## src/rtl/message_scan_driver.sv

```systemverilog
// Message buffer and 4-digit scan driver for a common-anode display.
// Feeds 5-bit char codes to the 7-segment decoder and scrolls the window.
module message_scan_driver #(
  parameter int SCAN_CNT = 50000,
  parameter int DEAD_CNT = 2500,
  parameter int ROT_CNT  = 25000000
) (
  input  logic       clk,
  input  logic       reset,
  input  logic       wr_en,
  input  logic [3:0] wr_addr,
  input  logic [4:0] wr_char,
  input  logic       rot_en,
  output logic [4:0] char,
  output logic [3:0] an,
  output logic       rot_tick
);

  localparam int SW = $clog2(SCAN_CNT);
  localparam int RW = (ROT_CNT > 1) ? $clog2(ROT_CNT) : 1;

  typedef enum logic {
    BLANK,
    DRIVE
  } state_t;

  logic [4:0]    mem_q [16];
  logic [3:0]    start_q;
  logic [1:0]    digit_q, digit_d;
  logic [SW-1:0] cnt_q, cnt_d;
  logic [RW-1:0] rcnt_q;
  state_t        state_q, state_d;
  logic [3:0]    an_q, an_d;
  logic [4:0]    char_q;
  logic          tick_q;
  logic          scan_last;
  logic          rot_last;
  logic [3:0]    idx;

  always_comb begin
    scan_last = (cnt_q == SW'(SCAN_CNT - 1));
    cnt_d     = scan_last ? '0 : cnt_q + SW'(1);
    digit_d   = scan_last ? digit_q - 2'd1 : digit_q;
    state_d   = (cnt_d < SW'(DEAD_CNT)) ? BLANK : DRIVE;
    an_d      = (state_d == BLANK) ? 4'b1111
              : ~(4'b0001 << digit_d);
    rot_last  = (rcnt_q == RW'(ROT_CNT - 1));
    // an[3] shows entry[start], an[0] shows entry[start+3]
    idx       = start_q + 4'd3 - {2'b00, digit_q};
  end

  always_ff @(posedge clk) begin
    if (reset) begin
      for (int i = 0; i < 16; i++) begin
        mem_q[i] <= 5'h10;
      end
      start_q <= '0;
      digit_q <= 2'd3;
      cnt_q   <= '0;
      rcnt_q  <= '0;
      state_q <= BLANK;
      an_q    <= 4'b1111;
      char_q  <= 5'h10;
      tick_q  <= 1'b0;
    end else begin
      if (wr_en) begin
        mem_q[wr_addr] <= wr_char;
      end
      cnt_q   <= cnt_d;
      digit_q <= digit_d;
      state_q <= state_d;
      an_q    <= an_d;
      if (state_q == BLANK && cnt_q == '0) begin
        char_q <= mem_q[idx];
      end
      tick_q <= 1'b0;
      if (rot_en) begin
        if (rot_last) begin
          rcnt_q  <= '0;
          start_q <= start_q + 4'd1;
          tick_q  <= 1'b1;
        end else begin
          rcnt_q <= rcnt_q + RW'(1);
        end
      end
    end
  end

  assign char     = char_q;
  assign an       = an_q;
  assign rot_tick = tick_q;

endmodule

```

## config.mk

```make
export PLATFORM = sky130hd
export DESIGN_NAME = message_scan_driver
export DESIGN_NICKNAME = d
export VERILOG_FILES = /design/src/rtl/message_scan_driver.sv
export SDC_FILE = /design/constraint.sdc
export NUM_CORES = 1
export LEC_CHECK = 0
export CAP_MARGIN = 40
export CORE_MARGIN = 2
export CORE_UTILIZATION = 25
export DETAILED_ROUTE_END_ITERATION = 8
export SYNTH_ARGS = -nofsm -noshare
export SYNTH_HDL_FRONTEND = slang
export SYNTH_SLANG_ARGS = --single-unit
export TNS_END_PERCENT = 1
```

## constraint.sdc

```tcl
create_clock -name clk -period 3.8 [get_ports clk]
set_input_delay 0.76 -clock clk [delete_from_list [all_inputs] [get_ports clk]]
set_output_delay 0.76 -clock clk [all_outputs]
set_load 0.01 [all_outputs]
```

==> key figures <==
Setup path
  • FF-to-FF path depth: 7
  • Critical Path RT: 4110 ps
  • CP Data Arrival Time: 3260 ps
  • Worst R2R Setup Slack: around 850 ps
  • CP endpoint: char[4]
  • Setup CP Type: flop to flop
  • Worst setup SP type: flop
  • Most common cell on crit path: ha_1
  • Setup crit end kind: flop
  • Crit path cell chain: inv_1, ha_1, ha_1, fa_1, xor2_1, mux4_2, a211o_1
  • Worst path max stage delay: 600 ps
  • CP Launch Point: digit_q[1]
  • Worst Path Max Fanout: 5
  • RR Startpoint: digit_q[1]
  • Worst path slowest cell: mux4_2
  • Reg-to-Reg End: char[4]

Synth
  • Mapped Nets: 572
  • Post-synthesis sequential area ratio: 54.64%
  • Share of the synthesized area in the top cell type: between 30% and 40%
  • Synth top cells by count: edfxtp_1 (80), nor2_1 (74), and2_1 (64)
  • Synth async-reset ratio: 0%
  • Dominant cells by area after synthesis: edfxtp_1 (37%), dfxtp_1 (18%), mux4_2 (8.6%)
  • Cell with the most instances after synthesis: edfxtp_1
  • Yosys cell types: 51
  • Ys Warns: 0
  • Largest area contributor in the netlist: edfxtp_1
  • Ys flop type: edfxtp_1
  • Syn avg cell area: 11.84 sq um
  • EDFF count, synth: 80
  • Yosys reg bits: 138
  • Synth Cell Area: 0.006521 sq mm
  • Cells after synthesis: ~550

Placed design
  • Pre-CTS setup slack: 669.7 ps
  • Gpl congestion: 0.7540
  • Detailed Place HPWL: 9102 um
  • I/O Buffers: 22

Clock tree
  • # H-tree levels: 4
  • Clock-pin slew on the worst setup and hold paths: 60 ps
  • CTS tree: yes
  • CTS buffer count: 17
  • Clock buffer depth: 2
  • Post-CTS setup buffers: 0
  • Worst-skew pair later-pin latency: roughly 420 ps
  • Clk sinks: 138
  • Post_cts resized: 0
  • Hold-fix buffers at CTS: 0
  • CTS root buffer: clkbuf_16

STA
  • Final Hold Fails: 0
  • Final WS setup: 854.3 ps
  • Fin crit share: 77.52%
  • Pins over their slew limit: 0
  • Rel. slew slack: 54.77%
  • Clk_skew: around 11 ps
  • Worst-margin pin slew: 676.2 ps
  • Final setup vio count: 0
  • Setup_tns: 0 ps
  • Max Freq: 0.3395 GHz
  • Tmin final: 2946 ps
  • Hold slack: ~490 ps
  • RSZ-0062 raised after global routing: false

Drt
  • Wire per inst: 14.20 um
  • Post-Route WL: 13080 um
  • Vias/cell: 4.403
  • First-pass DRT Iterations: 4
  • Residual DRC: 0
  • Detail Route Antenna Nets: 0
  • DR vias: 4055
  • Number of DRC markers in iteration 0: 247

Power
  • P_sw: 0.7509 mW
  • Final Total Pwr: 3.496 mW
  • Combinational share of power: under 10%
  • VDD IR max: 0.0003524 V
  • Internal power: 2.745 mW
  • Switching Share: between 20% and 30%
  • Pleak: 2.570 nW
  • Seq pwr share: a little under half
  • Clk network pwr share: 47.7%
  • Power per Cell Area: 454.5 mW/mm^2

Floorplan
  • Core Area: 0.02584 sq mm
  • Boundary Pins: 23
  • Die area: 0.02739 sq mm
  • Die width: 165.5 um
  • Die H: roughly 170 um
  • Starting Density: around 25%
  • Rows: 59

Outcome
  • Status: finished, final reports clean

Layout
  • Layout cells sized above 1: 15.53%
  • Fill count: 2629
  • ANT cells: 0
  • Final #Nets: ~600
  • Layout area overhead: 17.96%

Global routing
  • Initial antenna violation count: 0
  • Vias in the first global route: 3979
  • Remaining global-route overflow: 0
  • First-pass GRT wire length: about 21000 um
  • GRT Total Usage: 10.18%
  • Largest net degree at the start of global routing: 28

Worst hold path
  • Worst Hold Launch: digit_q[1]
  • Hold Path Class: flop to flop

Job
  • Max Cap Violations: 0
[how the worst min path moves through the flow]
stage / to / slack, ps / cells after the start
3_3_place_gp: an[2] / 480 / 1
5_1_grt: an[2] / 500 / 1
3_5_place_dp: an[2] / 480 / 1
4_1_cts: an[2] / 490 / 1
2_1_floorplan: an[2] / 410 / 1
6_report: an[2] / 490 / 1
[cell type report]
| class | count | area, sq um | area share (%) |
|---|---|---|---|
| timing repair buffer | 27 | 257.7 | 3.351 |
| tap | 335 | 419.2 | 5.449 |
| clock inverter | 14 | 172.7 | 2.245 |
| sequential | 138 | 3563 | 46.32 |
| clock buffer | 18 | 429.2 | 5.579 |
| multi-input combinational | 377 | 2805 | 36.47 |
| inverter | 12 | 45.04 | 0.5856 |
[registers in the layout (all words and copies together) (netlist names)]
name / count
an: 4
char: 5
cnt_q: 16
digit_q: 2
mem_q: 80
rcnt_q: 25
rot_tick: 1
start_q: 4
state_q: 1
[routing by layer]
| layer | wire [um] | share of wire, % | track usage, % |
|---|---|---|---|
| met5 | 0 | 0 | 0 |
| met4 | 276 | 2.1 | 4.075 |
| met3 | 552 | 4.2 | 3.222 |
| met2 | 6152 | 47 | 15.92 |
| met1 | 6098 | 47 | 13.07 |
[critical path: cells and delay by family (launching register included)]
family / cells / cell delay [ps]
mux: 1 / 600
compound gates: 1 / 300
xor+xnor: 1 / 560
flops: 1 / 400
fa+ha+maj: 3 / 870
buf+inv: 1 / 110
[power groups by stage]
stage / Combinational, mW / Clock (mW) / Sequential, mW
2_1_floorplan: 0.100 / 0 / 1.69
3_3_place_gp: 0.160 / 0 / 1.70
3_5_place_dp: 0.161 / 0 / 1.70
4_1_cts: 0.162 / 1.70 / 1.67
5_1_grt: 0.177 / 1.77 / 1.67
6_report: 0.160 / 1.67 / 1.67
[cell usage in the layout, fill, tap and decap left out, types with 6 or more instances in the layout]
cell             instances
and2_1                  64
clkbuf_16               17
clkdlybuf4s50_1         22
dfxtp_1                 58
edfxtp_1                80
ha_1                     7
inv_1                   12
mux2i_1                  7
mux4_2                  25
nand2_1                 15
nand2b_1                 9
nand3_1                 15
nand4_1                 13
nor2_1                  74
nor3_1                  10
nor4_1                   6
or2_2                   16
or3_1                   20
xnor2_1                 24
xor2_1                  18
[cell families (layout without fill, tap and decap cells)]
family / after synthesis / count (layout) / share of synthesized area [%]
simple gates: 273 / 273 / 23.64
flops: 138 / 138 / 54.64
xor+xnor: 42 / 42 / 5.641
buf+inv: 36 / 71 / 2.341
mux: 33 / 33 / 9.881
compound gates: 21 / 21 / 2.207
fa+ha+maj: 8 / 8 / 1.650
[through the flow]
stage / instance area (sq um) / std cells / util (%)
global placement: 7091 / 889 / 27.44
CTS: 7692 / 921 / 29.77
detailed placement: 7091 / 889 / 27.44
floorplan: 6521 / 551 / -
finish: 7692 / 921 / 29.77
global route: 7692 / 921 / 29.77
Note: power is estimated with default switching activity, not from simulation.
